### config.mk
export PLATFORM = sky130hd
export DESIGN_NAME = ram_mem_param_flat
export DESIGN_NICKNAME = d
export VERILOG_FILES = /design/src/rtl/ram_mem_param_if.sv /design/src/rtl/ram_mem_param.sv /design/src/flat_wrapper.sv
export SDC_FILE = /design/constraint.sdc
export NUM_CORES = 1
export LEC_CHECK = 0
export ABC_CLOCK_PERIOD_IN_PS = 3100
export BUFFER_PORTS_ARGS = -buffer_cell sky130_fd_sc_hd__buf_2
export CAP_MARGIN = 20
export CORE_ASPECT_RATIO = 0.7
export CORE_UTILIZATION = 50
export DETAILED_ROUTE_END_ITERATION = 7
export PLACE_DENSITY = 0.73
export SYNTH_ARGS = -nofsm -noshare
export SYNTH_HDL_FRONTEND = slang
export SYNTH_SLANG_ARGS = --single-unit
### constraint.sdc
create_clock -name CLK -period 3.1 [get_ports CLK]
set_clock_uncertainty 0.1 [all_clocks]
set_input_delay 0.62 -clock CLK [delete_from_list [all_inputs] [get_ports CLK]]
set_output_delay 0.62 -clock CLK [all_outputs]
set_load 0.02 [all_outputs]
### src/rtl/ram_mem_param_if.sv
// Access bus for ram_mem_param: request side (master) and memory side (slave).
interface ram_mem_param_if #(
  parameter int WIDTH  = 32,
  parameter int ADDR_W = 5
);
  logic              en;
  logic              we;
  logic [ADDR_W-1:0] address;
  logic [WIDTH-1:0]  wdata;
  logic [WIDTH/8-1:0] be;
  logic              clr;
  logic [WIDTH-1:0]  rdata;
  logic              rvalid;
  logic              busy;

  modport master (
    output en, we, address, wdata, be, clr,
    input  rdata, rvalid, busy
  );

  modport slave (
    input  en, we, address, wdata, be, clr,
    output rdata, rvalid, busy
  );
endinterface

### src/rtl/ram_mem_param.sv
// Single-port word RAM with byte enables, registered reads and a
// self-timed clear sequence that zeroes every word after reset or on request.
module ram_mem_param #(
  parameter int WIDTH  = 32,
  parameter int DEPTH  = 32,
  parameter int ADDR_W = 5
) (
  input  logic            CLK,
  input  logic            RST,
  ram_mem_param_if.slave  bus
);

  localparam int NB = WIDTH / 8;
  localparam logic [ADDR_W-1:0] LAST_WORD = ADDR_W'(DEPTH - 1);
  localparam logic [ADDR_W:0]   DEPTH_EXT = (ADDR_W+1)'(DEPTH);

  typedef enum logic {CLEAR = 1'b0, IDLE = 1'b1} state_t;

  state_t            state, state_next;
  logic [ADDR_W-1:0] clr_ptr, clr_ptr_next;

  logic [WIDTH-1:0]  mem [0:DEPTH-1];

  logic              acc, wr_acc, rd_acc, in_range;
  logic [WIDTH-1:0]  rdata_p1;
  logic              vld_p1;

  // Accesses are only honoured in IDLE and lose to a simultaneous clear.
  assign acc      = (state == IDLE) && !bus.clr && bus.en;
  assign wr_acc   = acc && bus.we;
  assign rd_acc   = acc && !bus.we;
  assign in_range = {1'b0, bus.address} < DEPTH_EXT;

  // State and clear pointer; reset restarts the clear from word 0.
  always_ff @(posedge CLK or posedge RST) begin
    if (RST) begin
      state   <= CLEAR;
      clr_ptr <= '0;
    end else begin
      state   <= state_next;
      clr_ptr <= clr_ptr_next;
    end
  end

  // Next-state: walk the clear pointer to the last word, then go idle.
  always_comb begin
    state_next   = state;
    clr_ptr_next = clr_ptr;
    case (state)
      CLEAR: begin
        if (clr_ptr == LAST_WORD) begin
          state_next   = IDLE;
          clr_ptr_next = '0;
        end else begin
          clr_ptr_next = clr_ptr + ADDR_W'(1);
        end
      end
      IDLE: begin
        if (bus.clr) begin
          state_next   = CLEAR;
          clr_ptr_next = '0;
        end
      end
      default: begin
        state_next   = CLEAR;
        clr_ptr_next = '0;
      end
    endcase
  end

  // Storage array: cleared word by word, otherwise byte-masked writes.
  always_ff @(posedge CLK) begin
    if (state == CLEAR) begin
      mem[clr_ptr] <= '0;
    end else if (wr_acc && in_range) begin
      for (int i = 0; i < NB; i++) begin
        if (bus.be[i]) mem[bus.address][8*i +: 8] <= bus.wdata[8*i +: 8];
      end
    end
  end

  // Read stage p1: one-cycle latency, out-of-range reads return zero,
  // and the data register holds between reads.
  always_ff @(posedge CLK or posedge RST) begin
    if (RST) begin
      vld_p1   <= 1'b0;
      rdata_p1 <= '0;
    end else begin
      vld_p1 <= rd_acc;
      if (rd_acc) rdata_p1 <= in_range ? mem[bus.address] : '0;
    end
  end

  assign bus.rdata  = rdata_p1;
  assign bus.rvalid = vld_p1;
  assign bus.busy   = (state == CLEAR);

endmodule

### src/flat_wrapper.sv
// flat-port wrapper written by rule: the top's interface ports become plain ports
module ram_mem_param_flat 
#(
  parameter int WIDTH  = 32,
  parameter int DEPTH  = 32,
  parameter int ADDR_W = 5
)
  (CLK, RST, bus_en, bus_we, bus_address, bus_wdata, bus_be, bus_clr, bus_rdata, bus_rvalid, bus_busy);
  ram_mem_param_if #(.WIDTH(WIDTH), .ADDR_W(ADDR_W)) bus_i ();
  input  logic CLK;
  input  logic RST;
  input wire logic [$bits(bus_i.en)-1:0] bus_en;
  input wire logic [$bits(bus_i.we)-1:0] bus_we;
  input wire logic [$bits(bus_i.address)-1:0] bus_address;
  input wire logic [$bits(bus_i.wdata)-1:0] bus_wdata;
  input wire logic [$bits(bus_i.be)-1:0] bus_be;
  input wire logic [$bits(bus_i.clr)-1:0] bus_clr;
  output wire logic [$bits(bus_i.rdata)-1:0] bus_rdata;
  output wire logic [$bits(bus_i.rvalid)-1:0] bus_rvalid;
  output wire logic [$bits(bus_i.busy)-1:0] bus_busy;
  assign bus_i.en = bus_en;
  assign bus_i.we = bus_we;
  assign bus_i.address = bus_address;
  assign bus_i.wdata = bus_wdata;
  assign bus_i.be = bus_be;
  assign bus_i.clr = bus_clr;
  assign bus_rdata = bus_i.rdata;
  assign bus_rvalid = bus_i.rvalid;
  assign bus_busy = bus_i.busy;
  ram_mem_param #(.WIDTH(WIDTH), .DEPTH(DEPTH), .ADDR_W(ADDR_W)) u_core (.CLK(CLK), .RST(RST), .bus(bus_i));
endmodule
After elaboration in Yosys (flattened, before gate mapping)
Memory sizes are Yosys's and may differ from the RTL's. A register that Yosys moved wholly into a read port is not among the register bits.
Index checks and enable logic that the tools add are counted.
{ "totals": {"reg_bits": 7, "ramBits": 1024, "inputBits": 46, "wordCells": 41, "n_memories": 1} }
{ "memory_table": {"columns": ["memory", "words", "width", "rd", "rd_ports_with_merged_regs", "write_ports", "line_no", "rtl"], "rows": [
  ["u_core.mem", 32, 32, 1, 1, 1, "ram_mem_param.sv:22", "logic [WIDTH-1:0] mem [0:DEPTH-1];"]
]} }
{ "op_classes": {"addsub": 1, "n_eq_ne": 2, "n_mux": 26, "bitwise_logic": 1, "n_reduce_logical": 7} }
{ "ops": {"columns": ["op", "n"], "rows": [
  ["2-to-1 mux 32 bit", 1],
  ["OR reduction 32 bit", 1],
  ["2-to-1 mux 1 bit", 19],
  ["2-to-1 mux 5 bit", 3],
  ["case mux 5 bit (2 select lines)", 1],
  ["adder 5 x 1 -> 5 bit (second input constant)", 1],
  ["equality test 5 bit (second input constant)", 1],
  ["logical AND 1 bit", 4],
  ["2-to-1 mux 4 bit", 1],
  ["zero test 1 bit", 2],
  ["!= test 2 bit (second input constant)", 1],
  ["case mux 1 bit (2 select lines)", 1],
  ["NOT 1 bit", 1]
]} }

Logic depth before layout (Yosys ltp)
{ "depth": {"ltp_word": 9, "mapped_depth": 9, "mapped_depth_nobuf": 6} }

Worst setup path after synthesis
Ideal clock, no wire load.
{ "synth_timing": {"path_type": "input port to flip-flop", "startpoint": "input bus_clr", "endpoint": "memory u_core.mem[11][0] (enable)", "setup_time_ps": 370, "t_arrival_ps": 2241, "required_time_ps": 2630, "slack_ps": 389, "cell_stages": 6, "n_path_buf": 1, "path_cell_list": "and4b_1 > o41a_1 > mux2i_1 > nand2_1 > clkbuf_1 > nor2_1"} }
{ "synth_via": {"elab_chain_cells": 9, "elab_cells_between_ends": 19, "cone_classes": "mux (14); reduce/logical (5)"} }
{ "synth_lines": {"columns": ["element", "line_no", "rtl"], "rows": [
  ["from (decl)", "flat_wrapper.sv:17", "input wire logic [$bits(bus_i.clr)-1:0] bus_clr;"],
  ["zero test 1 bit (*)", "ram_mem_param.sv:29", "assign acc = (state == IDLE) && !bus.clr && bus.en;"],
  ["logical AND 1 bit (*) (2 in series)", "ram_mem_param.sv:29", null],
  ["logical AND 1 bit (*)", "ram_mem_param.sv:30", "assign wr_acc = acc && bus.we;"],
  ["2-to-1 mux 1 bit", "ram_mem_param.sv:75", "end else if (wr_acc && in_range) begin"],
  ["2-to-1 mux 1 bit", "ram_mem_param.sv:73", "if (state == CLEAR) begin"],
  ["2-to-1 mux 1 bit (implied by the code)", "ram_mem_param.sv:77", "if (bus.be[i]) mem[bus.address][8*i +: 8] <= bus.wdata[8*i +: 8];"],
  ["OR reduction 32 bit (no source line)", null, null],
  ["2-to-1 mux 5 bit (no source line) / 2-to-1 mux 4 bit (equally long branches)", null, null],
  ["to (decl)", "ram_mem_param.sv:22", null]
]} }
Every way passes the cells marked *; elsewhere a longest branch is shown, timed or not.

Worst setup path after layout
{ "layout_timing": {"startpoint": "register u_core.state", "endpoint": "memory u_core.mem[8][26] (enable)"} }
{ "layout_via": {"elab_chain_cells": 8, "elab_cells_between_ends": 19, "cone_classes": "mux (15); reduce/logical (4)"} }
{ "layout_lines": {"columns": ["element", "line_no", "rtl"], "rows": [
  ["from (decl)", "ram_mem_param.sv:19", "state_t state, state_next;"],
  ["from (signal assigned)", "ram_mem_param.sv:40", "state <= state_next;"],
  ["logical AND 1 bit (2 in series)", "ram_mem_param.sv:29", null],
  ["logical AND 1 bit", "ram_mem_param.sv:30", null],
  ["2-to-1 mux 1 bit", "ram_mem_param.sv:75", null],
  ["2-to-1 mux 1 bit", "ram_mem_param.sv:73", null],
  ["2-to-1 mux 1 bit (implied by the code)", "ram_mem_param.sv:77", null],
  ["OR reduction 32 bit (no source line)", null, null],
  ["2-to-1 mux 5 bit (no source line) / 2-to-1 mux 4 bit (equally long branches)", null, null]
]} }
Several ways; a longest one is shown, not always the timed one.

==> impl_metrics.env <==
export IMPL_status="finished clean"
export IMPL_wirelength_um=106000
export IMPL_die_y_um=246
export IMPL_via_per_inst=6.09
export IMPL_cts_tree="yes"
export IMPL_gp_congestion=0.893
export IMPL_post_route_period_util_pct=90.3
export IMPL_synth_warnings=0
export IMPL_pin_count=80
export IMPL_slowest_delay_ns=0.76
export IMPL_fin_nets=2724
export IMPL_port_buffers=79
export IMPL_path_class="flop to flop"
export IMPL_cp_cell_sequence="and4b_1 > o41a_2 > buf_12 > buf_4 > nor4_1 > a31oi_2 > nor2_1 > buf_4"
export IMPL_syn_inst=2402
export IMPL_syn_to_final_growth_pct=14.5
export IMPL_ys_seq_area_share_pct=74.6
export IMPL_ys_top_cells_by_count="edfxtp_1 (1024), mux2i_1 (513), nor2_1 (134)"
export IMPL_postCtsSetupRepairBufs=0
export IMPL_start_kind="flop"
export IMPL_synthArstFlopShare_pct=3.67
export IMPL_p_leak_nw=18.0
export IMPL_drive_gt1_share_pct=20.1
export IMPL_clk_path_buf_depth=3
export IMPL_grt_pass1_wl_um=156000
export IMPL_synth_ff_type="edfxtp_1"
export IMPL_syn_avg_cell_area_um2=17.7
export IMPL_final_setup_worst_slack_ns=0.301
export IMPL_arrival_ns=3.10
export IMPL_critPathBufInv=3
export IMPL_finalHoldViolCount=0
export IMPL_rsz0062_at_grt="no"
export IMPL_critPathRequiredTime_ns=3.40
export IMPL_cts_buffers=92
export IMPL_cpMostUsedCell="buf_4"
export IMPL_synth_top_area_cell="edfxtp_1"
export IMPL_fmax_ghz=0.357
export IMPL_synth_cell_types=41
export IMPL_root_buffer="clkbuf_16"
export IMPL_power_density_nw_per_um2=720
export IMPL_route_detailed_drc=0
export IMPL_grt_pass1_vias=23600
export IMPL_ys_ff_latch=1063
export IMPL_ant_nets=0
export IMPL_worst_slew_pin_slew_ns=1.18
export IMPL_clkLatencyLatePin_ns=0.66
export IMPL_power_mw=35.1
export IMPL_final_cells=3888
export IMPL_place_ws_ns=-0.129
export IMPL_grt_overflow_total=0
export IMPL_dpl_hpwl_um=66800
export IMPL_postCtsResizedCells=0
export IMPL_drtIter0Drc=3203
export IMPL_min_period_ns=2.80
export IMPL_crit_path_end_kind="flop"
export IMPL_cts_num_sinks=1063
export IMPL_irDropWorstVdd_mv=0.536
export IMPL_drt_pass1_iterations=6
export IMPL_fp_row_count=89
export IMPL_yosys_top_cells_area="edfxtp_1 (72%), mux2i_1 (12%), dfrtp_1 (2.3%)"
export IMPL_path_max_fanout=31
export IMPL_finish_instance_area_um2=48700
export IMPL_cts_htree_levels=3
export IMPL_synthesis_area_um2=42500
export IMPL_synth_edff_count=1024
export IMPL_placed_area_um2=45700
export IMPL_antenna_cells=0
export IMPL_clkTransAtPathRegs_ns=0.07
export IMPL_maxSlewHeadroom_pct=21.0
export IMPL_vias=23700
export IMPL_startpoint="u_core.state"
export IMPL_setup_viol=0
export IMPL_drv_slew=0
export IMPL_slowest_stage="a31oi_2"
export IMPL_grt_use_total_pct=24.7
export IMPL_yosysMostFrequentCell="edfxtp_1"
export IMPL_hold_class="input pin to asynchronous set/reset pin"
export IMPL_start_util_pct=50.5
export IMPL_core_area_um2=84300
export IMPL_dpl_cell_count=3718
export IMPL_syn_num_nets=2450
export IMPL_wl_per_cell_um=27.3
export IMPL_crit_family="compound AO/OA/AOI/OAI gates"
export IMPL_antenna_found_initial=2
export IMPL_dieArea_um2=86300
export IMPL_rr_startpoint="u_core.state"
export IMPL_maxCapViolations=0
export IMPL_dieWidth_um=351
export IMPL_grt_max_degree=66
export IMPL_synth_top_area_share_pct=72.3
export IMPL_ctsHoldBuffers=0
-- metal layers --
metal	vias up	GRT usage [%]	part of all wire, %
li1	10200	-	-
met1	12000	37.1	43
met2	1332	36.3	44
met3	145	6.42	11
met4	2	5.43	1.8
met5	-	0	0.0075
-- area by class of cell --
cell class                 count  area, um2
inverter                       4       15.0
multi-input combinational   1181       9940
clock inverter                51        489
clock buffer                 118       2540
sequential                  1063      31700
tap                         1137       1420
timing repair buffer         334       2580
fill                        6206      35600
-- power by group --
group / total (mW) / internal (mW) / switching (mW) / leakage (nW)
Combinational: 5.31 / 1.75 / 3.56 / 6.37
Clock: 11.6 / 6.60 / 5.01 / 1.48
Sequential: 18.2 / 17.4 / 0.710 / 10.1
Total: 35.1 / 25.8 / 9.28 / 18.0
-- final timing paths --
check | slack, ns | depth (start not counted) | end
max | 0.30 | 8 | u_core.mem[8][26]
min | 0.09 | 2 | u_core.bus.rdata[8]
max reg2reg | 0.30 | 8 | u_core.mem[8][26]
min reg2reg | 0.38 | 2 | u_core.bus.rdata[26]
max in group asynchronous | 2.09 | 3 | u_core.bus.rdata[29]
min in group CLK | 0.09 | 2 | u_core.state
-- cell families (layout without fill, tap and decap cells) --
logic type	after synthesis	in the layout	synth area share (%)
buffers and inverters	158	507	2.15
adder cells (fa/ha/maj)	2	2	0.0588
multiplexers	515	515	12.1
AND/OR/NAND/NOR	255	255	2.65
AO/OA/AOI/OAI	409	409	8.45
flip-flops	1063	1063	74.6
-- stage by stage --
step | utilization [%] | hold WS (ns) | setup TNS, ns
2_1_floorplan | - | 0.422 | 0
3_3_place_gp | 54.2 | 0.371 | -4.57
3_5_place_dp | 54.2 | 0.367 | -26.81
4_1_cts | 57.8 | 0.0536 | 0
5_1_grt | 57.8 | 0.0595 | 0
6_report | 57.8 | 0.0881 | 0
-- flip-flops by register name, indices dropped and copies added (netlist names) --
signal / count
u_core.bus.rvalid: 1
u_core.state: 1
u_core.mem: 1024
u_core.bus.rdata: 32
u_core.clr_ptr: 5
-- cell usage in the layout, fill, tap and decap left out, types with 12 or more instances in the layout --
master	n
nand2_1	52
clkbuf_1	18
a221oi_1	32
a22o_1	65
buf_4	234
buf_12	20
a22oi_1	128
a31oi_2	12
mux2i_1	513
clkinv_2	15
clkinv_1	22
o41ai_2	32
o22ai_1	32
dfrtp_1	39
edfxtp_1	1024
buf_2	78
a221oi_2	32
a21oi_1	65
clkbuf_16	97
nor2_1	133
and2_1	33
(Power assumes the default switching activity.)
